## config.mk

```make
export PLATFORM = sky130hd
export DESIGN_NAME = byte_unstriping_n
export DESIGN_NICKNAME = d
export VERILOG_FILES = /design/src/rtl/byte_unstriping_n.sv
export SDC_FILE = /design/constraint.sdc
export NUM_CORES = 1
export LEC_CHECK = 0
export CAP_MARGIN = 20
export CORE_MARGIN = 5
export CORE_UTILIZATION = 40
export CTS_CLUSTER_SIZE = 8
export DETAILED_ROUTE_END_ITERATION = 8
export GPL_ROUTABILITY_DRIVEN = 0
export SLEW_MARGIN = 20
export SYNTH_ARGS = -nofsm -noshare
export SYNTH_HDL_FRONTEND = slang
export SYNTH_SLANG_ARGS = --single-unit
```

## constraint.sdc

```tcl
create_clock -name clk_f -period 2.8 [get_ports clk_f]
set_input_delay 0.84 -clock clk_f [delete_from_list [all_inputs] [get_ports clk_f]]
set_output_delay 0.84 -clock clk_f [all_outputs]
set_load 0.01 [all_outputs]
```

## src/rtl/byte_unstriping_n.sv

```systemverilog
// Round-robin byte un-striper: LANES skewed byte lanes, each behind a small
// elastic FIFO, merged into one ordered stream with downstream backpressure.
module byte_unstriping_n #(
  parameter int LANES = 4,
  parameter int WIDTH = 8,
  parameter int DEPTH = 4
) (
  input  logic                       clk_f,
  input  logic                       reset,
  input  logic [LANES*WIDTH-1:0]     lane_data,
  input  logic [LANES-1:0]           lane_valid,
  input  logic [3:0]                 active_lanes,
  input  logic                       ready_in,
  output logic [WIDTH-1:0]           data_out,
  output logic                       valid_out,
  output logic [$clog2(LANES)-1:0]   lane_sel,
  output logic [LANES-1:0]           overflow
);

  localparam int SEL_W = $clog2(LANES);
  localparam int PTR_W = $clog2(DEPTH);
  localparam int CNT_W = PTR_W + 1;

  // 0 or anything beyond the physical lane count means "all lanes".
  function automatic logic [3:0] f_decode(input logic [3:0] n);
    if (n == 4'd0 || n > 4'(LANES)) return 4'(LANES);
    return n;
  endfunction

  logic [3:0]             r_active;
  logic                   r_first;
  logic [SEL_W-1:0]       r_lane_sel;
  logic [WIDTH-1:0]       r_data;
  logic                   r_valid;

  logic [3:0]             w_act;
  logic                   w_pop;
  logic                   w_wrap;
  logic [LANES-1:0]       w_nonempty;
  logic [LANES*WIDTH-1:0] w_heads;
  logic [WIDTH-1:0]       w_head;

  // The first edge after reset release uses the live count, then latches it.
  assign w_act  = r_first ? f_decode(active_lanes) : r_active;
  assign w_pop  = w_nonempty[r_lane_sel] && (!r_valid || ready_in);
  assign w_wrap = (r_lane_sel == SEL_W'(w_act - 4'd1));
  assign w_head = w_heads[r_lane_sel*WIDTH +: WIDTH];

  for (genvar g = 0; g < LANES; g++) begin : g_lane
    logic [WIDTH-1:0] r_mem [DEPTH];
    logic [PTR_W-1:0] r_wr_ptr;
    logic [PTR_W-1:0] r_rd_ptr;
    logic [CNT_W-1:0] r_cnt;
    logic             r_ovf;
    logic             w_push_req;
    logic             w_pop_lane;
    logic             w_full;
    logic             w_push;

    assign w_push_req = lane_valid[g] && (4'(g) < w_act);
    assign w_pop_lane = w_pop && (r_lane_sel == SEL_W'(g));
    assign w_full     = (r_cnt == CNT_W'(DEPTH));
    assign w_push     = w_push_req && (!w_full || w_pop_lane);

    // NOTE: FIFO storage is deliberately not reset; the cleared count marks
    // every entry invalid, and a resettable RAM would cost a flop per bit.
    always_ff @(posedge clk_f) begin
      if (w_push) r_mem[r_wr_ptr] <= lane_data[g*WIDTH +: WIDTH];
    end

    // NOTE: state registers use non-blocking assignments so every block
    // samples pre-edge values regardless of evaluation order.
    always_ff @(posedge clk_f or negedge reset) begin
      if (!reset) begin
        r_wr_ptr <= '0;
        r_rd_ptr <= '0;
        r_cnt    <= '0;
        r_ovf    <= 1'b0;
      end else begin
        if (w_push)     r_wr_ptr <= r_wr_ptr + 1'b1;
        if (w_pop_lane) r_rd_ptr <= r_rd_ptr + 1'b1;
        case ({w_push, w_pop_lane})
          2'b10:   r_cnt <= r_cnt + 1'b1;
          2'b01:   r_cnt <= r_cnt - 1'b1;
          default: r_cnt <= r_cnt;
        endcase
        if (w_push_req && !w_push) r_ovf <= 1'b1;
      end
    end

    assign w_heads[g*WIDTH +: WIDTH] = r_mem[r_rd_ptr];
    assign w_nonempty[g]             = (r_cnt != '0);
    assign overflow[g]               = r_ovf;
  end

  always_ff @(posedge clk_f or negedge reset) begin
    if (!reset) begin
      r_active   <= 4'(LANES);
      r_first    <= 1'b1;
      r_lane_sel <= '0;
      r_data     <= '0;
      r_valid    <= 1'b0;
    end else begin
      r_first <= 1'b0;
      if (r_first) r_active <= f_decode(active_lanes);
      if (w_pop) begin
        r_data  <= w_head;
        r_valid <= 1'b1;
        if (w_wrap) begin
          r_lane_sel <= '0;
          r_active   <= f_decode(active_lanes);
        end else begin
          r_lane_sel <= r_lane_sel + 1'b1;
        end
      end else if (ready_in) begin
        r_valid <= 1'b0;
      end
    end
  end

  assign data_out  = r_data;
  assign valid_out = r_valid;
  assign lane_sel  = r_lane_sel;

endmodule

```

==> out/qor.yml <==
final_nets: 620
r2r_setup_slack_ns: 0.14
hold_violations: 0
final_cell_mix: "edfxtp_1, clkdlybuf4s50_1, buf_4, dfrtp_1, mux4_2"
fp.dieH_um: 148.3
fp.dieW_um: 148.3
yosysSeqAreaShare: 0.6600
fin_skew_ns: 0.01126
htreeDepth: 4
dr_wl_met2_mm: 7.639
ios: 58
drtIter0Drc: 222
wl_per_cell_um: 19.16
syn_inst: 430
mostFrequentLayoutCell: "edfxtp_1"
stdcell_count: 797
clockBufferDepth: 2
cts_root_buffer: "clkbuf_16"
synth_edf_count: 128
cp.required_ns: 3.15
synth_flop_cell: "edfxtp_1"
synth.distinct_cells: 55
grt_pass1_wl_mm: 24.44
grt.total_usage: 0.1484
hp-class: "input pin to asynchronous set/reset pin"
critPathKind: "input pin to register"
fp.dieArea_sq_mm: 0.02198
slew_headroom: 0.6018
arrival_ns: 3.08
cts.clk_slew.worst_paths_ns: 0.07
viasPerCell: 5.046
synthToLayoutAreaGrowth_pct: 26.47
holdWs_ns: 0.4105
firstDrtPassIters: 4
end_kind: "register"
ys_warn_count: 0
wl_met1_mm: 6.888
finalCritPeriodShare: 0.9770
num_antenna_cells: 0
yosys-top-cells-area: "edfxtp_1, dfrtp_1, mux4_2, ha_1, xnor2_1"
fin_area_sq_mm: 0.009672
clock_latency_ns: 0.43
dr.max_layer_used: "met4"
cp-start-kind: "input pin"
setup_viol: 0
overflow: 0
dp_hpwl_mm: 11.12
layout_min_cycle_time_ns: 2.736
drive_above_1_share: 0.3073
grt_max_degree: 26
syn_area_sq_mm: 0.007647
initial_core_util: 0.4075
drc: 0
synth-seq-cells: 176
detail-route-antenna-nets: 0
yosysTopAreaCellShare: 0.5026
syn_nets: 500
synth_top_area_cell: "edfxtp_1"
vias: 4022
async_flop_share: 0.2727
fmax_mhz: 365.6
worst_slew_pin_slew_ns: 0.5973
peakVddDrop_mv: 0.5197
grt_antenna_before_repair: 0
cts_tree: "built"
rows: 50
maxSlewViolCount: 0
cp_max_fo: 3
p_per_area_mw_per_mm2: 1035
drv_cap: 0
ctsHoldBuffers: 0
cts.sinks: 176
wl_met3_um: 504
io_buffers: 57
coreArea_sq_mm: 0.01877
wirelength_mm: 15.27
setup_ws_ns: 0.06442
status: "complete, no violations"
grt_pass1_vias: 4290
syn_avg_cell_area_sq_um: 17.78
pre_cts_slack_ns: -0.7006
cts_buffers: 17
power.leakage_nw: 3.599
placed_cell_area_sq_mm: 0.009016
dp.cells: 764
-- state kept, by name, summed over array words and instances (netlist names) --
register,flops
data_out,8
g_lane.r_cnt,12
g_lane.r_mem,128
g_lane.r_ovf,4
g_lane.r_rd_ptr,8
g_lane.r_wr_ptr,8
lane_sel,2
r_active,4
r_first,1
valid_out,1
-- routing by layer --
metal | track usage | up-vias
met5 | 0 | -
met4 | 0.04942 | 0
met3 | 0.03809 | 20
met2 | 0.2386 | 65
met1 | 0.1986 | 2058
li1 | - | 1879
-- cells by family after synthesis --
| logic type | share of synthesized area |
|---|---|
| muxes | 0.1450 |
| and+or+nand+nor | 0.05563 |
| AOI/OAI and AO/OA | 0.03665 |
| buffers and inverters | 0.02667 |
| DFF | 0.6600 |
| xor gates and xnor gates | 0.02749 |
| other | 0.0004904 |
| adders and majority gates | 0.04810 |
-- synth_stat cells, types with 2 or more instances --
cell type	n
nor3_1	3
ha_1	23
buf_6	2
nor2_1	7
mux2i_1	5
xnor2_1	17
mux4_2	40
buf_1	3
o21bai_1	2
buf_2	4
mux2_1	2
dfstp_2	2
nand3_1	5
mux2_2	8
fa_1	4
a21oi_2	3
o211ai_1	2
nand2b_1	2
a31oi_2	2
clkbuf_1	2
mux2_4	3
a21oi_1	2
inv_1	27
o22ai_1	3
o31ai_1	2
nand2_1	14
xor2_1	7
nor4b_4	2
o21ai_0	5
and3_1	3
dfrtp_1	46
edfxtp_1	128
nand2_2	2
and2_1	23
buf_4	5
-- worst max-delay path, cell delays in order --
cell and delay (ns):
dlygate4sd2_1 0.27, and4bb_2 0.28, nor2_4 0.14, ha_4 0.14
inv_2 0.04, o21ai_4 0.13, nand3_2 0.08, fa_2 0.35
or4_4 0.48, mux2i_1 0.17, xor2_1 0.15
-- layout make-up --
| cell class | count | area [sq um] |
|---|---|---|
| sequential | 176 | 5049 |
| multi-input combinational | 210 | 2471 |
| fill | 1486 | 9096 |
| timing repair buffer | 117 | 1151 |
| clock buffer | 20 | 456.7 |
| tap | 234 | 292.8 |
| inverter | 28 | 105.1 |
| clock inverter | 12 | 146.4 |
-- per-stage QoR --
step,power (mW),utilization,setup TNS [ns]
after global routing,10.62,0.5153,-0.009553
final,10.01,0.5153,0
after global placement,7.579,0.4804,-42.58
after detailed placement,7.696,0.4804,-46.01
after floorplan,6.257,-,-0.2932
after CTS,10.17,0.5140,0
-- power breakdown --
group,total [mW],internal (mW),switching (mW)
sequential,4.06,3.50,0.562
combinational,3.52,2.00,1.53
clock,2.42,1.38,1.04
-- worst paths after layout --
| check | start | end | cells after the start |
|---|---|---|---|
| min in group clk_f | g_lane[0].r_ovf | g_lane[0].r_ovf | 1 |
| worst min register to register | g_lane[0].r_ovf | g_lane[0].r_ovf | 1 |
| worst min-delay path | reset | g_lane[3].r_wr_ptr[1] | 1 |
| worst max-delay path | active_lanes[1] | g_lane[0].r_cnt[2] | 11 |
| max in group asynchronous | reset | lane_sel[0] | 2 |
| worst max register to register | r_first | g_lane[0].r_cnt[2] | 10 |
-- repair_timing --
action | 4_1_cts | 5_1_grt
resized for setup | 9 | 8
pin swaps | 5 | 4
setup endpoints to repair | 6 | 3
buffers inserted | 1 | 0
hold endpoints to repair | 0 | 0
Note: power is estimated with default switching activity, not from simulation.
